==> config.mk <==
export PLATFORM = sky130hd
export DESIGN_NAME = cdc_mutex_arbiter
export DESIGN_NICKNAME = d
export VERILOG_FILES = /design/src/rtl/cdc_mutex_arbiter_pkg.sv /design/src/rtl/cdc_mutex_arbiter_rr_picker.sv /design/src/rtl/cdc_mutex_arbiter.sv
export SDC_FILE = /design/constraint.sdc
export NUM_CORES = 1
export LEC_CHECK = 0
export ABC_AREA = 1
export CAP_MARGIN = 40
export CORE_MARGIN = 2
export CORE_UTILIZATION = 30
export CTS_CLUSTER_DIAMETER = 80
export CTS_CLUSTER_SIZE = 40
export DETAILED_ROUTE_END_ITERATION = 8
export SLEW_MARGIN = 40
export SYNTH_ARGS = -nofsm -noshare
export SYNTH_HDL_FRONTEND = slang
export SYNTH_SLANG_ARGS = --single-unit
==> constraint.sdc <==
create_clock -name clk_i -period 1.6 [get_ports clk_i]
set_clock_uncertainty 0.15 [all_clocks]
set_input_delay 0.48 -clock clk_i [delete_from_list [all_inputs] [get_ports clk_i]]
set_output_delay 0.48 -clock clk_i [all_outputs]
set_load 0.01 [all_outputs]
==> src/rtl/cdc_mutex_arbiter_pkg.sv <==
// cdc_mutex_arbiter_pkg: shared state encoding and counter sizing for the mutex arbiter
package cdc_mutex_arbiter_pkg;
  typedef enum logic [2:0] {WAIT_LOCK, IDLE, GRANT, RELEASE, DRAIN} arb_state_t;
  function automatic int cnt_w(input int max);
    return (max < 1) ? 1 : $clog2(max + 1);
  endfunction
endpackage

==> src/rtl/cdc_mutex_arbiter_rr_picker.sv <==
// rr_picker: combinational round-robin pick of the first request at or after ptr
module rr_picker #(
  parameter int N  = 4,
  parameter int IW = (N > 1) ? $clog2(N) : 1
) (
  input  logic [N-1:0]  req,
  input  logic [IW-1:0] ptr,
  output logic [N-1:0]  pick,
  output logic [IW-1:0] idx,
  output logic          valid
);
  always_comb begin
    idx = '0;
    valid = |req;
    for (int i = N - 1; i >= 0; i--) begin
      int j;
      j = int'(ptr) + i;
      if (j >= N) j = j - N;
      if (req[j]) idx = IW'(j);
    end
    pick = valid ? ({{(N-1){1'b0}}, 1'b1} << idx) : '0;
  end
endmodule

==> src/rtl/cdc_mutex_arbiter.sv <==
// cdc_mutex_arbiter: shares a held CDC mutex among local requesters and hands it back on idle or quota
module cdc_mutex_arbiter
  import cdc_mutex_arbiter_pkg::*;
#(
  parameter int NUM_REQ      = 4,
  parameter int IDLE_TIMEOUT = 16,
  parameter int MAX_GRANTS   = 8
) (
  input  logic               clk_i,
  input  logic               rst_i,
  input  logic [NUM_REQ-1:0] req_i,
  input  logic [NUM_REQ-1:0] done_i,
  output logic [NUM_REQ-1:0] grant_o,
  input  logic               mutexLocked_i,
  output logic               mutexRelease_o,
  output logic               lockLost_o
);
  localparam int IW  = $clog2(NUM_REQ);
  localparam int IDW = cnt_w(IDLE_TIMEOUT);
  localparam int GCW = cnt_w(MAX_GRANTS);
  arb_state_t         state_q, state_d;
  logic [NUM_REQ-1:0] grant_q, grant_d;
  logic               release_q, release_d;
  logic               lost_q, lost_d;
  logic [IW-1:0]      ptr_q, ptr_d;
  logic [IW-1:0]      gidx_q, gidx_d;
  logic [IDW-1:0]     idle_q, idle_d;
  logic [GCW-1:0]     gcnt_q, gcnt_d;
  logic [NUM_REQ-1:0] pick;
  logic [IW-1:0]      pick_idx;
  logic               pick_valid;

  rr_picker #(.N(NUM_REQ), .IW(IW)) u_pick (
    .req  (req_i),
    .ptr  (ptr_q),
    .pick (pick),
    .idx  (pick_idx),
    .valid(pick_valid)
  );

  always_comb begin
    state_d = state_q;
    grant_d = grant_q;
    release_d = 1'b0;
    lost_d = 1'b0;
    ptr_d = ptr_q;
    gidx_d = gidx_q;
    idle_d = idle_q;
    gcnt_d = gcnt_q;
    case (state_q)
      WAIT_LOCK: begin
        grant_d = '0;
        idle_d = '0;
        gcnt_d = '0;
        if (mutexLocked_i) state_d = IDLE;
      end
      IDLE: begin
        if (!mutexLocked_i) state_d = WAIT_LOCK;
        else if (MAX_GRANTS != 0 && gcnt_q == GCW'(MAX_GRANTS)) begin
          state_d = RELEASE;
          release_d = 1'b1;
        end else if (pick_valid) begin
          grant_d = pick;
          gidx_d = pick_idx;
          idle_d = '0;
          state_d = GRANT;
        end else if (IDLE_TIMEOUT != 0 && idle_q == IDW'(IDLE_TIMEOUT)) begin
          state_d = RELEASE;
          release_d = 1'b1;
        end else idle_d = (&idle_q) ? idle_q : idle_q + IDW'(1);
      end
      GRANT: begin
        idle_d = '0;
        if (!mutexLocked_i) begin
          state_d = WAIT_LOCK;
          grant_d = '0;
          lost_d = 1'b1;
        end else if (done_i[gidx_q]) begin
          grant_d = '0;
          ptr_d = (gidx_q == IW'(NUM_REQ - 1)) ? '0 : gidx_q + IW'(1);
          gcnt_d = (&gcnt_q) ? gcnt_q : gcnt_q + GCW'(1);
          state_d = IDLE;
        end
      end
      RELEASE: state_d = DRAIN;
      DRAIN: if (!mutexLocked_i) state_d = WAIT_LOCK;
      default: state_d = WAIT_LOCK;
    endcase
  end

  always_ff @(posedge clk_i) begin
    if (rst_i) begin
      state_q <= WAIT_LOCK;
      grant_q <= '0;
      release_q <= 1'b0;
      lost_q <= 1'b0;
      ptr_q <= '0;
      gidx_q <= '0;
      idle_q <= '0;
      gcnt_q <= '0;
    end else begin
      state_q <= state_d;
      grant_q <= grant_d;
      release_q <= release_d;
      lost_q <= lost_d;
      ptr_q <= ptr_d;
      gidx_q <= gidx_d;
      idle_q <= idle_d;
      gcnt_q <= gcnt_d;
    end
  end

  assign grant_o = grant_q;
  assign mutexRelease_o = release_q;
  assign lockLost_o = lost_q;
endmodule

## Word-level counts from Yosys, hierarchy flattened

Cells that the tools add are included.

| storage, ports and cells | value |
|---|---|
| latch bits | 0 |
| output and inout port bits | 6 |
| memories kept | 0 |
| logic and storage cells | 119 |
| input port bits | 11 |
| bits in read-only memories | 0 |
| RAM bits | 0 |
| bits in registers | 22 |

| operators by class | value |
|---|---|
| shift operators | 1 |
| bitwise operators | 4 |
| $lt $le $gt $ge | 9 |
| $add $sub $neg | 10 |
| reduce and logical (&&, ||, !) cells | 16 |
| mux-type cells | 52 |
| $mul | 0 |
| equal/unequal tests | 19 |
| div/mod/pow operators | 0 |

Operator list:

| kind | count |
|---|---|
| < comparator 32 x 4 -> 1 bit (second input constant) | 4 |
| two-way mux 32 bit | 4 |
| greater-or-equal comparator 32 x 4 -> 1 bit (second input constant) | 3 |
| subtractor 32 x 4 -> 32 bit (second input constant) | 3 |
| two-way mux 4 bit | 8 |
| two-way mux 5 bit | 5 |
| two-way mux 3 bit | 8 |
| != test 2 bit (second input constant) | 8 |
| AND reduction 4 bit | 4 |
| case mux 3 bit (5 select lines) | 1 |
| AND reduction 5 bit | 3 |
| two-way mux 1 bit | 13 |
| case mux 4 bit (3 select lines) | 1 |
| binary-select mux 1 bit (select 2 bit) | 5 |
| two-way mux 2 bit | 5 |
| case mux 5 bit (2 select lines) | 1 |
| != test 3 bit (second input constant) | 3 |
| case mux 4 bit (2 select lines) | 1 |
| adder 2 x 2 -> 3 bit (second input constant) | 2 |
| == test 3 x 2 -> 1 bit (second input constant) | 2 |
| adder 5 x 1 -> 5 bit (second input constant) | 1 |
| == test 5 bit (second input constant) | 1 |
| != test 5 bit (second input constant) | 1 |
| adder 4 x 1 -> 4 bit (second input constant) | 1 |
| 18 further kinds | 23 |

## Longest topological paths before layout

| logic depth | value |
|---|---|
| depth in word-level cells | 15 |
| gate-level depth with buffers | 12 |
| gate-level depth less buffers | 11 |

## Modules after synthesis

Synthesis repeated with hierarchy kept, for this count alone.

| unflattened totals | value |
|---|---|
| cell total of the unflattened synthesis | 255 |
| area, all modules | 1602.8 um2 |

By module, submodules not included:

| module | cells an instance | area an instance (um2) | seq. area each (um2) | instances |
|---|---|---|---|---|
| cdc_mutex_arbiter | 189 | 1321.3 | 440.4 | 1 |
| rr_picker | 66 | 281.5 | 0.0 | 1 |

## Worst setup path before layout

Ideal clock, no wire load.

| timing path | value |
|---|---|
| path kind | register to register |
| start point | register idle_q[0] |
| end point | register idle_q[2] |
| buffers on the path | 0 |
| clock period less this slack | 1.645 ns |
| library setup time | 0.119 ns |
| arrival time | 1.375 ns |
| data required time | 1.331 ns |
| slack | -0.045 ns |
| cell stages (with the launch flop) | 10 |
| path through | dfxtp_1 > ha_1 > inv_1 > nor3_1 > ha_1 > o21ai_2 > nand2_4 > nor2_4 > xor2_1 > nor2_1 |

| between the ends | value |
|---|---|
| cells in the longest elaborated chain, start to end | 7 |
| elaborated cells between the ends (all ways) | 12 |
| classes of those cells | add/sub (1); eq/ne (3); mux (6); reduce/logical (2) |

RTL lines:

| element | line | RTL |
|---|---|---|
| start, declared | cdc_mutex_arbiter.sv:27 | `logic [IDW-1:0] idle_q, idle_d;` |
| start signal, assigned | cdc_mutex_arbiter.sv:108 | `idle_q <= idle_d;` |
| adder 5 x 1 -> 5 bit | cdc_mutex_arbiter.sv:70 | `end else idle_d = (&idle_q) ? idle_q : idle_q + IDW'(1);` |
| two-way mux 5 bit | cdc_mutex_arbiter.sv:70 |  |
| two-way mux 5 bit | cdc_mutex_arbiter.sv:67 | `end else if (IDLE_TIMEOUT != 0 && idle_q == IDW'(IDLE_TIMEOUT)) begin` |
| two-way mux 5 bit | cdc_mutex_arbiter.sv:62 | `end else if (pick_valid) begin` |
| two-way mux 5 bit | cdc_mutex_arbiter.sv:59 | `else if (MAX_GRANTS != 0 && gcnt_q == GCW'(MAX_GRANTS)) begin` |
| two-way mux 5 bit | cdc_mutex_arbiter.sv:58 | `if (!mutexLocked_i) state_d = WAIT_LOCK;` |
| case mux 5 bit (2 select lines) | cdc_mutex_arbiter.sv:50 | `case (state_q)` |

Several ways; a longest one is shown, not always the timed one. The select of a mux whose other input is x is not followed.
A chain may end at the register's enable or synchronous reset.

## Worst setup path after layout

Ends and elaborated chain as after synthesis.

==> summary.txt <==
Clock tree
  – Clock-pin slew on the worst setup and hold paths: about 0.08 ns
  – # H-tree levels: 1
  – Clk Latency, worst-skew pair: between 0.2 and 0.3 ns
  – TritonCTS clock tree: yes
  – CTS root buf: clkbuf_8
  – # clock sinks: 22
  – Clock buffer count from CTS: 3
  – CTS Buffer Depth: 2

Routing
  – WL per Instance: 11.08 um
  – Pre-antenna DRT Iters: 4
  – Remaining routing DRC violations: 0
  – Detailed Route Iter0 Violations: 49
  – Final wirelength: between 3000 and 4000 um
  – Post-DR vias/cell: 4.588
  – ANT nets after route: 0
  – Via total after detailed routing: between 1000 and 1500

Power
  – Clk pwr share: 26.6%
  – Maximum vdd ir drop: 0.0005742 V
  – Leakage: 0.0009574 uW
  – Logic gate share of total power: about 33%
  – Sequential share of power: roughly 40%
  – Switching power: between 500 and 600 uW
  – Internal power: between 1000 and 1500 uW
  – Cell Pwr Density: between 700 and 800 nW/um^2
  – Sw Ratio: approximately a third

Setup path
  – Critical path peak fanout: 8
  – Req. time, crit path: 1.61 ns
  – Setup CP Type: flop to flop
  – Crit path launch type: flop
  – RR Endpoint: idle_q[2]$_SDFFE_PP0P_
  – Top cell by count, worst path: ha_2
  – Worst r2r path cells: 9
  – CP top delay family: simple AND/OR/NAND/NOR gates
  – Sum of buffers and inverters on the critical path: 1
  – CP cell instances: ha_2 -> inv_2 -> nor3_2 -> ha_2 -> o21ai_2 -> nand2_4 -> nor2_4 -> xor2_1 -> nor2_1
  – R2R Setup Slk: -0.06 ns
  – Setup crit end kind: flop
  – Crit path largest cell delay: roughly 0.33 ns
  – Crit Reg-Reg Startpoint: idle_q[0]$_SDFFE_PP0P_
  – CP Data Arrival Time: roughly 1.7 ns
  – Critical path depth: 9
  – Worst path slowest cell: dfxtp_2

Global routing
  – GRT Overall Usage: a little over an eighth
  – Overflow after GRT: 0
  – First-pass GRT wire length: 5547 um
  – Largest net degree at the start of global routing: 13
  – Vias in the first global route: around 1300
  – Antenna violations before repair: 0

STA
  – # setup viols final: 5
  – Slew headroom: about 77%
  – Min cycle time layout: about 1.7 ns
  – Worst Tran Pin Value: 0.3415 ns
  – Final hold violations: 0
  – Setup slack after layout: -0.06427 ns
  – Setup TNS: -0.1256 ns
  – Final worst-path cycle share: 104.0%
  – RSZ-0062 raised after global routing: yes
  – Achievable Freq: around 600 MHz
  – Fin. max-slew vios: 0
  – Hold WS: between 0.3 and 0.4 ns

Placed design
  – Number of port buffers: 16
  – Final HPWL from detailed placement: between 2000 and 3000 um
  – Gpl congestion: 0.8716
  – Pre-CTS WS: -0.4804 ns
  – Cell total after placement: about 300

Die
  – # rows: 25
  – Initial Util: a little under a third
  – Die X: about 73 um
  – Core area: 4661 um^2
  – Chip height: ~73 um
  – IO Count: 17
  – Die Area: ~5300 um^2

Final layout
  – Ratio of cells with drive above 1 in the final layout: a little over two fifths
  – Commonest non-fill, non-tap cell in the layout: nand2_1
  – Post-Layout Cell Count: 313
  – Final Core Density: 44.08%
  – Area growth from synthesis to layout: 44.42%
  – Final #Nets: roughly 280
  – Most frequent cells in the layout: nand2_1, buf_4, inv_1
  – Antenna cells: 0

Logic synthesis
  – Post-synthesis sequential area ratio: a little under a third
  – Syn Area/Cell: approximately 6.6 um^2
  – Post-Syn Instances: approximately 210
  – Yosys warnings: 0
  – Syn nets: 231
  – Netlist cell types: 28
  – Synth Flop Type: dfxtp_1
  – #FFs+latches synth: 22
  – Async SR Flop Fraction: 0%
  – Cell Area, Synth: 1423 um^2
  – Post-synth EDFFs: 0

Outcome
  – Failing checks: negative setup slack
  – Status: finished, violations left

Worst hold path
  – Hold crit path type: flop to flop
  – Hold Path Origin: grant_o[0]$_SDFFE_PP0P_
  – Hold depth: 2
  – Worst hold endpoint: grant_o[0]$_SDFFE_PP0P_

Run
  – Max-Cap Viols: 0
[timing repair]
| action | 4_1_cts | 5_1_grt |
|---|---|---|
| setup buffers | 2 | 2 |
| endpoints found under the hold margin | 0 | 0 |
| hold buffers | 0 | 0 |
| pin swaps | 19 | 17 |
| endpoints found under the setup margin | 25 | 19 |
| resized for setup | 36 | 48 |
[power by group through the flow]
| stage | registers (uW) | clock network (uW) | logic, uW |
|---|---|---|---|
| 6_report | 614 | 406 | 507 |
| 5_1_grt | 619 | 439 | 564 |
| 4_1_cts | 610 | 423 | 451 |
| 3_5_place_dp | 622 | 0 | 423 |
| 3_3_place_gp | 621 | 0 | 424 |
| 2_1_floorplan | 619 | 0 | 275 |
[synthesized netlist by cell type (2+ instances only)]
cell | n | area, um^2
nor3_1 | 5 | 25.02
nor2_2 | 4 | 25.02
nand3_2 | 2 | 20.02
nor2_4 | 2 | 22.52
inv_1 | 31 | 116.4
xor2_1 | 3 | 26.28
o21ai_4 | 2 | 32.53
nor2_1 | 17 | 63.81
ha_1 | 6 | 75.07
inv_2 | 4 | 15.01
o211ai_1 | 2 | 15.01
dfxtp_1 | 22 | 440.4
o21ai_0 | 7 | 35.03
a21oi_1 | 15 | 75.07
o21ai_2 | 2 | 17.52
nand4_1 | 3 | 18.77
nand3_1 | 20 | 100.1
nand2_4 | 2 | 22.52
nand2_1 | 56 | 210.2
[metrics by stage]
| step | area (um^2) | power, uW |
|---|---|---|
| floorplan | 1425 | 893.9 |
| global placement | 1810 | 1045 |
| finish | 2054 | 1527 |
| detailed placement | 1810 | 1044 |
| CTS | 1921 | 1483 |
| global route | 2054 | 1622 |
[metal layers]
metal  vias to the layer above  global-route usage, %  part of all wire (%)
met5                         -                      0                     0
met4                         0                  3.292                  0.84
met1                       625                  17.75                    47
li1                        779                      -                     -
met3                         4                  3.453                   4.0
met2                        28                  20.40                    48
[sequential cells by signal, indices dropped and copies added, names as in the netlist]
name / flops
idle_q: 5
gcnt_q: 4
grant_o: 4
state_q: 3
gidx_q: 2
ptr_q: 2
lockLost_o: 1
mutexRelease_o: 1
[cell families after synthesis]
kind of cell | count (synthesis) | synth area share [%]
simple gates | 115 | 37.91
buf+inv | 38 | 10.73
compound gates | 30 | 13.28
flops | 22 | 30.96
fa+ha+maj | 6 | 5.277
xor+xnor | 3 | 1.847
[worst reg2reg max path, stage by stage, from the launching register on]
cell,delay [ns]
dfxtp_2,0.33
ha_2,0.17
inv_2,0.06
nor3_2,0.04
ha_2,0.17
o21ai_2,0.17
nand2_4,0.13
nor2_4,0.13
xor2_1,0.15
nor2_1,0.05
[how the worst max path moves through the flow]
| stage | slack [ns] | to | from |
|---|---|---|---|
| after floorplan | 0.02 | idle_q[2]$_SDFFE_PP0P_ | idle_q[0]$_SDFFE_PP0P_ |
| after global placement | -0.47 | idle_q[3]$_SDFFE_PP0P_ | req_i[3] |
| after detailed placement | -0.48 | idle_q[4]$_SDFFE_PP0P_ | req_i[3] |
| after CTS | -0.05 | idle_q[3]$_SDFFE_PP0P_ | idle_q[0]$_SDFFE_PP0P_ |
| after global routing | -0.15 | idle_q[3]$_SDFFE_PP0P_ | idle_q[0]$_SDFFE_PP0P_ |
| final | -0.06 | idle_q[2]$_SDFFE_PP0P_ | idle_q[0]$_SDFFE_PP0P_ |
[cell type report]
| cell class | instances | area [um^2] |
|---|---|---|
| Inverter | 36 | 140.1 |
| Tap cell | 54 | 67.56 |
| Multi-Input combinational cell | 154 | 997.2 |
| Fill cell | 451 | 2606 |
| Clock buffer | 4 | 55.05 |
| Sequential cell | 22 | 447.9 |
| Timing Repair Buffer | 43 | 346.6 |
No activity file was read; power rests on OpenSTA's default activity.
